**config.mk**
```make
export PLATFORM = sky130hd
export DESIGN_NAME = multicycle_ctrl
export DESIGN_NICKNAME = d
export VERILOG_FILES = /design/src/rtl/multicycle_ctrl.sv
export SDC_FILE = /design/constraint.sdc
export NUM_CORES = 1
export LEC_CHECK = 0
export ABC_AREA = 0
export CORE_MARGIN = 2
export CORE_UTILIZATION = 42
export DETAILED_ROUTE_END_ITERATION = 6
export MAX_ROUTING_LAYER = met4
export PLACE_DENSITY = 0.76
export SETUP_SLACK_MARGIN = 0.3
export SYNTH_ARGS = -nofsm -noshare
export SYNTH_HDL_FRONTEND = slang
export SYNTH_SLANG_ARGS = --single-unit
```
**constraint.sdc**
```tcl
create_clock -name clk -period 2 [get_ports clk]
set_input_delay 0.3 -clock clk [delete_from_list [all_inputs] [get_ports clk]]
set_output_delay 0.3 -clock clk [all_outputs]
set_load 0.02 [all_outputs]
```
**src/rtl/multicycle_ctrl.sv**
```systemverilog
// Main sequencing FSM for the multicycle RV32 core: fetch/decode/execute/memory/writeback with trap handling.
// Optional retire counter enabled by defining MULTICYCLE_CTRL_RETIRE_CNT_EN.
module multicycle_ctrl #(
    parameter int TIMEOUT_CYC = 16,
    parameter int CNT_W       = 32
) (
    input  logic             clk,
    input  logic             rst_n,
    input  logic [6:0]       opcode,
    input  logic             mem_ready,
    output logic             mem_req,
    output logic             mem_we,
    output logic             iord,
    output logic             ir_write,
    output logic             pc_write,
    output logic [1:0]       alu_op,
    output logic             alu_src_a,
    output logic [1:0]       alu_src_b,
    output logic             reg_write,
    output logic             mem_to_reg,
    output logic             instr_done,
    output logic             fault,
    output logic [1:0]       fault_cause,
`ifdef MULTICYCLE_CTRL_RETIRE_CNT_EN
    output logic [CNT_W-1:0] retire_cnt,
`endif
    output logic [3:0]       state_o
);

    localparam logic [3:0] S_RST      = 4'd0;
    localparam logic [3:0] S_FETCH    = 4'd1;
    localparam logic [3:0] S_DECODE   = 4'd2;
    localparam logic [3:0] S_EXEC_R   = 4'd3;
    localparam logic [3:0] S_MEM_ADDR = 4'd4;
    localparam logic [3:0] S_MEM_RD   = 4'd5;
    localparam logic [3:0] S_MEM_WR   = 4'd6;
    localparam logic [3:0] S_WB_R     = 4'd7;
    localparam logic [3:0] S_WB_MEM   = 4'd8;
    localparam logic [3:0] S_TRAP     = 4'd9;

    localparam logic [6:0] OP_RTYPE = 7'b0110011;
    localparam logic [6:0] OP_LOAD  = 7'b0000011;
    localparam logic [6:0] OP_STORE = 7'b0100011;

    // Counter is one bit wider than needed to reach TIMEOUT_CYC so it can saturate harmlessly.
    localparam int              WC_W    = $clog2(TIMEOUT_CYC + 2);
    localparam logic [WC_W-1:0] WC_LAST = WC_W'((TIMEOUT_CYC > 0) ? TIMEOUT_CYC - 1 : 0);

    if (CNT_W < 1 || TIMEOUT_CYC < 0) begin : g_param_check
        $error("multicycle_ctrl: CNT_W must be >= 1 and TIMEOUT_CYC >= 0");
    end

    logic [3:0]      r_state;
    logic [WC_W-1:0] r_wait_cnt;
    logic [1:0]      r_fault_cause;
    logic [3:0]      w_next;
    logic            w_cause_set;
    logic [1:0]      w_cause_val;
    logic            w_waiting;
    logic            w_timeout;

    always_comb begin
        w_next      = r_state;
        w_cause_set = 1'b0;
        w_cause_val = 2'b00;
        w_waiting   = ((r_state == S_FETCH) || (r_state == S_MEM_RD) || (r_state == S_MEM_WR))
                      && !mem_ready;
        w_timeout   = (TIMEOUT_CYC > 0) && w_waiting && (r_wait_cnt == WC_LAST);
        case (r_state)
            S_RST:      w_next = S_FETCH;
            S_FETCH:    if (mem_ready) w_next = S_DECODE;
            S_DECODE: begin
                if (opcode == OP_RTYPE) begin
                    w_next = S_EXEC_R;
                end else if ((opcode == OP_LOAD) || (opcode == OP_STORE)) begin
                    w_next = S_MEM_ADDR;
                end else begin
                    w_next      = S_TRAP;
                    w_cause_set = 1'b1;
                    w_cause_val = 2'b01;
                end
            end
            S_EXEC_R:   w_next = S_WB_R;
            S_WB_R:     w_next = S_FETCH;
            S_MEM_ADDR: w_next = (opcode == OP_LOAD) ? S_MEM_RD : S_MEM_WR;
            S_MEM_RD:   if (mem_ready) w_next = S_WB_MEM;
            S_WB_MEM:   w_next = S_FETCH;
            S_MEM_WR:   if (mem_ready) w_next = S_FETCH;
            S_TRAP:     w_next = S_TRAP;
            default:    w_next = S_RST;
        endcase
        // A memory that answers on the last allowed cycle still completes normally.
        if (w_timeout) begin
            w_next      = S_TRAP;
            w_cause_set = 1'b1;
            w_cause_val = 2'b10;
        end
    end

    always_ff @(posedge clk or negedge rst_n) begin
        if (!rst_n) begin
            r_state       <= S_RST;
            r_wait_cnt    <= '0;
            r_fault_cause <= 2'b00;
        end else begin
            r_state <= w_next;
            if (w_next != r_state) begin
                r_wait_cnt <= '0;
            end else if (w_waiting && (r_wait_cnt != {WC_W{1'b1}})) begin
                r_wait_cnt <= r_wait_cnt + 1'b1;
            end
            if (w_cause_set) begin
                r_fault_cause <= w_cause_val;
            end
        end
    end

    always_comb begin
        mem_req    = 1'b0;
        mem_we     = 1'b0;
        iord       = 1'b0;
        ir_write   = 1'b0;
        pc_write   = 1'b0;
        alu_op     = 2'b00;
        alu_src_a  = 1'b0;
        alu_src_b  = 2'b00;
        reg_write  = 1'b0;
        mem_to_reg = 1'b0;
        instr_done = 1'b0;
        case (r_state)
            S_FETCH: begin
                mem_req   = 1'b1;
                alu_src_b = 2'b01;
                ir_write  = mem_ready;
                pc_write  = mem_ready;
            end
            S_EXEC_R: begin
                alu_src_a = 1'b1;
                alu_op    = 2'b01;
            end
            S_MEM_ADDR: begin
                alu_src_a = 1'b1;
                alu_src_b = 2'b10;
            end
            S_MEM_RD: begin
                mem_req = 1'b1;
                iord    = 1'b1;
            end
            S_MEM_WR: begin
                mem_req    = 1'b1;
                mem_we     = 1'b1;
                iord       = 1'b1;
                instr_done = mem_ready;
            end
            S_WB_R: begin
                reg_write  = 1'b1;
                instr_done = 1'b1;
            end
            S_WB_MEM: begin
                reg_write  = 1'b1;
                mem_to_reg = 1'b1;
                instr_done = 1'b1;
            end
            default: ;
        endcase
    end

    assign fault       = (r_state == S_TRAP);
    assign fault_cause = r_fault_cause;
    assign state_o     = r_state;

`ifdef MULTICYCLE_CTRL_RETIRE_CNT_EN
    logic [CNT_W-1:0] r_retire_cnt;

    always_ff @(posedge clk or negedge rst_n) begin
        if (!rst_n) begin
            r_retire_cnt <= '0;
        end else if (instr_done && (r_state != S_TRAP)) begin
            r_retire_cnt <= r_retire_cnt + 1'b1;
        end
    end

    assign retire_cnt = r_retire_cnt;
`endif

endmodule

```
==> flow_metrics.py <==
metrics = {
    "cts": {
        "ctsHtreeMaxLevel": 1,
        "cts_inserted_buffers": 3,
        "hold_buffers": 0,
        "cts_tree": "done",
        "clock-root-buffer": "clkbuf_4",
        "cts_num_sinks": 11,
        "clockBufferDepth": 2,
        "clock_latency_ns": 0.29,
        "path_clk_slew_ns": 0.07,
    },
    "cells_and_area": {
        "area_growth_pct": 85.9,
        "seqCellArea_um2": 280,
        "diodes": 0,
        "nNetsFinal": 186,
        "layout-drive-gt1-share_pct": 57.0,
        "fillers": 127,
        "instances_no_fill": 200,
        "multi_input_area_um2": 876,
    },
    "power_and_ir_drop": {
        "p_seq_share_pct": 13.2,
        "clockPowerShare_pct": 6.0,
        "swShare_pct": 48.4,
        "power_switching_mw": 1.32,
        "power.internal_mw": 1.40,
        "pwr_density_cell_mw_per_mm2": 1480,
        "p_leak_nw": 0.779,
        "power_frac_comb_pct": 80.9,
        "ir_drop_mv": 1.09,
    },
    "global_routing": {
        "grtUsageMet2_pct": 46.3,
        "grt_pass1_wl_um": 5190,
        "use_met3_pct": 5.43,
        "grt_start_max_net_pins": 17,
        "grt_pass1_vias": 1067,
        "grt_use_met1_pct": 32.1,
        "grt.total_usage_pct": 27.3,
        "grt_remaining_overflow": 0,
        "grt-busiest-layer": "met2",
        "grt_antenna_before_repair": 0,
    },
    "run_status": {
        "violations": "negative setup slack",
        "status": "complete, but fails checks",
    },
    "detailed_routing": {
        "wl_um": 3820,
        "drtIter0Drc": 33,
        "drc": 0,
        "vias": 1158,
        "postRouteAntennaNets": 0,
        "drtPass1Iterations": 4,
        "vias_per_cell": 5.79,
        "wl_per_cell_um": 19.1,
    },
    "synthesis": {
        "synth_area_um2": 987,
        "synth_top_area_share_pct": 27.9,
        "yosysUniqueCellTypes": 47,
        "ys_seq_area_share_pct": 27.9,
        "synth.largest_area_cell": "dfrtp_1",
        "synth_cells": 114,
        "ys_async_sr_fraction_pct": 100,
        "yosys_warnings": 0,
        "syn_nets": 127,
        "synthFlopType": "dfrtp_1",
        "synth_area_per_cell_um2": 8.66,
        "ys_ff_latch": 11,
        "yosys-top-cells-area": "dfrtp_1, nand2b_1, ha_1",
        "synth_edf_count": 0,
    },
    "critical_path": {
        "worstSetupStartpointType": "flip-flop",
        "crit_chain": "ha_2 > and3_4 > ha_4 > nand2b_4 > o31ai_4 > a21o_1 > a31oi_4 > xor2_4 > nor4_2",
        "slowest_stage": "dfrtp_1",
        "r2r_start": "r_wait_cnt[1]$_DFFE_PN0P_",
        "cp_num_cells": 9,
        "critPathBufInv": 0,
        "path_delay_family": "simple AND/OR/NAND/NOR gates",
        "cp_max_fo": 5,
        "reg2regPathDepth": 9,
        "cpPeakStageDelay_ns": 0.39,
        "path_class": "reg2reg",
        "crit_start": "r_wait_cnt[1]$_DFFE_PN0P_",
        "required_ns": 2.20,
        "end_kind": "flip-flop",
        "crit_arrival_ns": 2.35,
    },
    "timing": {
        "finalHoldViolations": 0,
        "hold_slack_ns": 0.333,
        "fin_skew_ns": 0.00638,
        "setup_ws_ns": -0.154,
        "setup_viol": 5,
        "fin_crit_ns": 2.15,
        "rsz0062_at_grt": "true",
        "max_freq_mhz": 464,
        "maxSlewViolCount": 0,
        "finalCritPeriodShare_pct": 108,
    },
    "floorplanning": {
        "die_area_mm2": 0.00275,
        "io_pins": 30,
        "die_width_um": 52.5,
        "start_util_pct": 44.6,
        "rows": 17,
        "die_y_um": 52.5,
        "core_mm2": 0.00221,
    },
    "placement": {
        "io_buffer_count": 28,
        "dpl.cell_count": 181,
        "place_hpwl_um": 2300,
        "place.gp.congestion": 0.899,
    },
    "run": {
        "cap_violations": 0,
    },
    "worst_hold_path": {
        "holdCritPathClass": "in2async",
    },
}
==> placed cells by master, fill, tap and decap left out, types with 2 or more instances in the layout <==
| master | n |
|---|---|
| nor2_2 | 2 |
| dfrtp_2 | 4 |
| inv_1 | 4 |
| nor2_4 | 3 |
| a21o_1 | 2 |
| o21ai_0 | 3 |
| buf_6 | 20 |
| nor3_4 | 3 |
| o21ai_1 | 2 |
| xor2_1 | 2 |
| dfrtp_1 | 7 |
| nor3_1 | 2 |
| nor2_1 | 5 |
| buf_2 | 5 |
| nor4_2 | 5 |
| nand2b_1 | 2 |
| clkdlybuf4s50_1 | 11 |
| dlygate4sd2_1 | 3 |
| buf_4 | 22 |
| clkbuf_4 | 3 |
| a21oi_1 | 7 |
| nand4_1 | 2 |
| o31ai_4 | 2 |
| nand2_1 | 6 |
| nand2b_4 | 5 |
==> repair_timing <==
item,CTS,global route
setup buffers,9,6
setup endpoints to repair,27,22
resized for setup,84,32
pin swaps,11,9
==> worst paths after layout <==
kind / to / slack [ns]
min in group clk: fault_cause[0]$_DFFE_PN0P_ / 0.49
worst min register to register: fault_cause[0]$_DFFE_PN0P_ / 0.49
worst max-delay path: r_wait_cnt[4]$_DFFE_PN0P_ / -0.15
worst min-delay path: r_wait_cnt[0]$_DFFE_PN0P_ / 0.33
max in group asynchronous: state_o[0]$_DFF_PN0_ / 1.31
worst max register to register: r_wait_cnt[4]$_DFFE_PN0P_ / -0.15
==> metal layers <==
metal,routed length [µm],vias up
li1,-,524
met1,1570,585
met2,2000,43
met3,201,6
met4,48,0
met5,0,-
==> power by group through the flow <==
| stage | registers, mW | logic [mW] | clock network, mW |
|---|---|---|---|
| floorplan | 0.393 | 1.06 | 0 |
| global placement | 0.361 | 1.56 | 0 |
| detailed placement | 0.363 | 1.59 | 0 |
| CTS | 0.348 | 1.83 | 0.162 |
| global route | 0.362 | 2.30 | 0.179 |
| finish | 0.358 | 2.20 | 0.162 |
==> metrics by stage <==
step	setup slack (ns)	total power [mW]	cell area (µm²)	setup TNS, ns	utilization [%]
4_1_cts	-0.0397	2.34	1690	-0.109	76.4
2_1_floorplan	0.0230	1.46	1140	0	-
5_1_grt	-0.277	2.84	1840	-1.26	83.0
6_report	-0.154	2.72	1840	-0.619	83.0
3_3_place_gp	-0.184	1.92	1520	-1.08	68.7
3_5_place_dp	-0.344	1.95	1520	-1.48	68.7
==> registers in the layout, summed over array words and instances, names as in the netlist <==
| signal | count |
|---|---|
| r_wait_cnt | 5 |
| state_o | 4 |
| fault_cause | 2 |
==> logic make-up (layout without fill, tap and decap cells) <==
| logic type | after synthesis | after routing | share of synthesized area, % |
|---|---|---|---|
| adders and majority gates | 3 | 3 | 3.80 |
| DFF | 11 | 11 | 27.9 |
| and+or+nand+nor | 47 | 47 | 28.5 |
| buffers and inverters | 15 | 73 | 8.36 |
| xor gates and xnor gates | 4 | 4 | 4.31 |
| other | 1 | 1 | 0.380 |
| AOI/OAI and AO/OA | 32 | 32 | 25.7 |
| muxes | 1 | 1 | 1.01 |
==> synthesized netlist by cell type, drive strengths merged, types with 2 or more instances <==
| library cell | instances |
|---|---|
| dfrtp | 11 |
| a21o | 2 |
| buf | 9 |
| nand2 | 7 |
| nor3b | 2 |
| ha | 3 |
| o31ai | 3 |
| nor2b | 2 |
| nor3 | 6 |
| o21ai | 5 |
| nor4 | 5 |
| o21bai | 2 |
| inv | 5 |
| a21oi | 8 |
| a211oi | 2 |
| nand2b | 8 |
| xor2 | 3 |
| a2111oi | 2 |
| nand4 | 2 |
| nor2 | 10 |
==> cell type report <==
class / count / area share, %
timing repair buffer: 64 / 32.5
clock buffer: 4 / 1.43
inverter: 5 / 1.16
multi-input combinational: 88 / 47.7
tap: 28 / 1.91
sequential: 11 / 15.3
==> worst reg2reg max path, stage by stage (launching register included) <==
cell,delay [ns]
dfrtp_1,0.39
ha_2,0.19
and3_4,0.20
ha_4,0.17
nand2b_4,0.08
o31ai_4,0.25
a21o_1,0.21
a31oi_4,0.07
xor2_4,0.21
nor4_2,0.29
(Power assumes the default switching activity.)
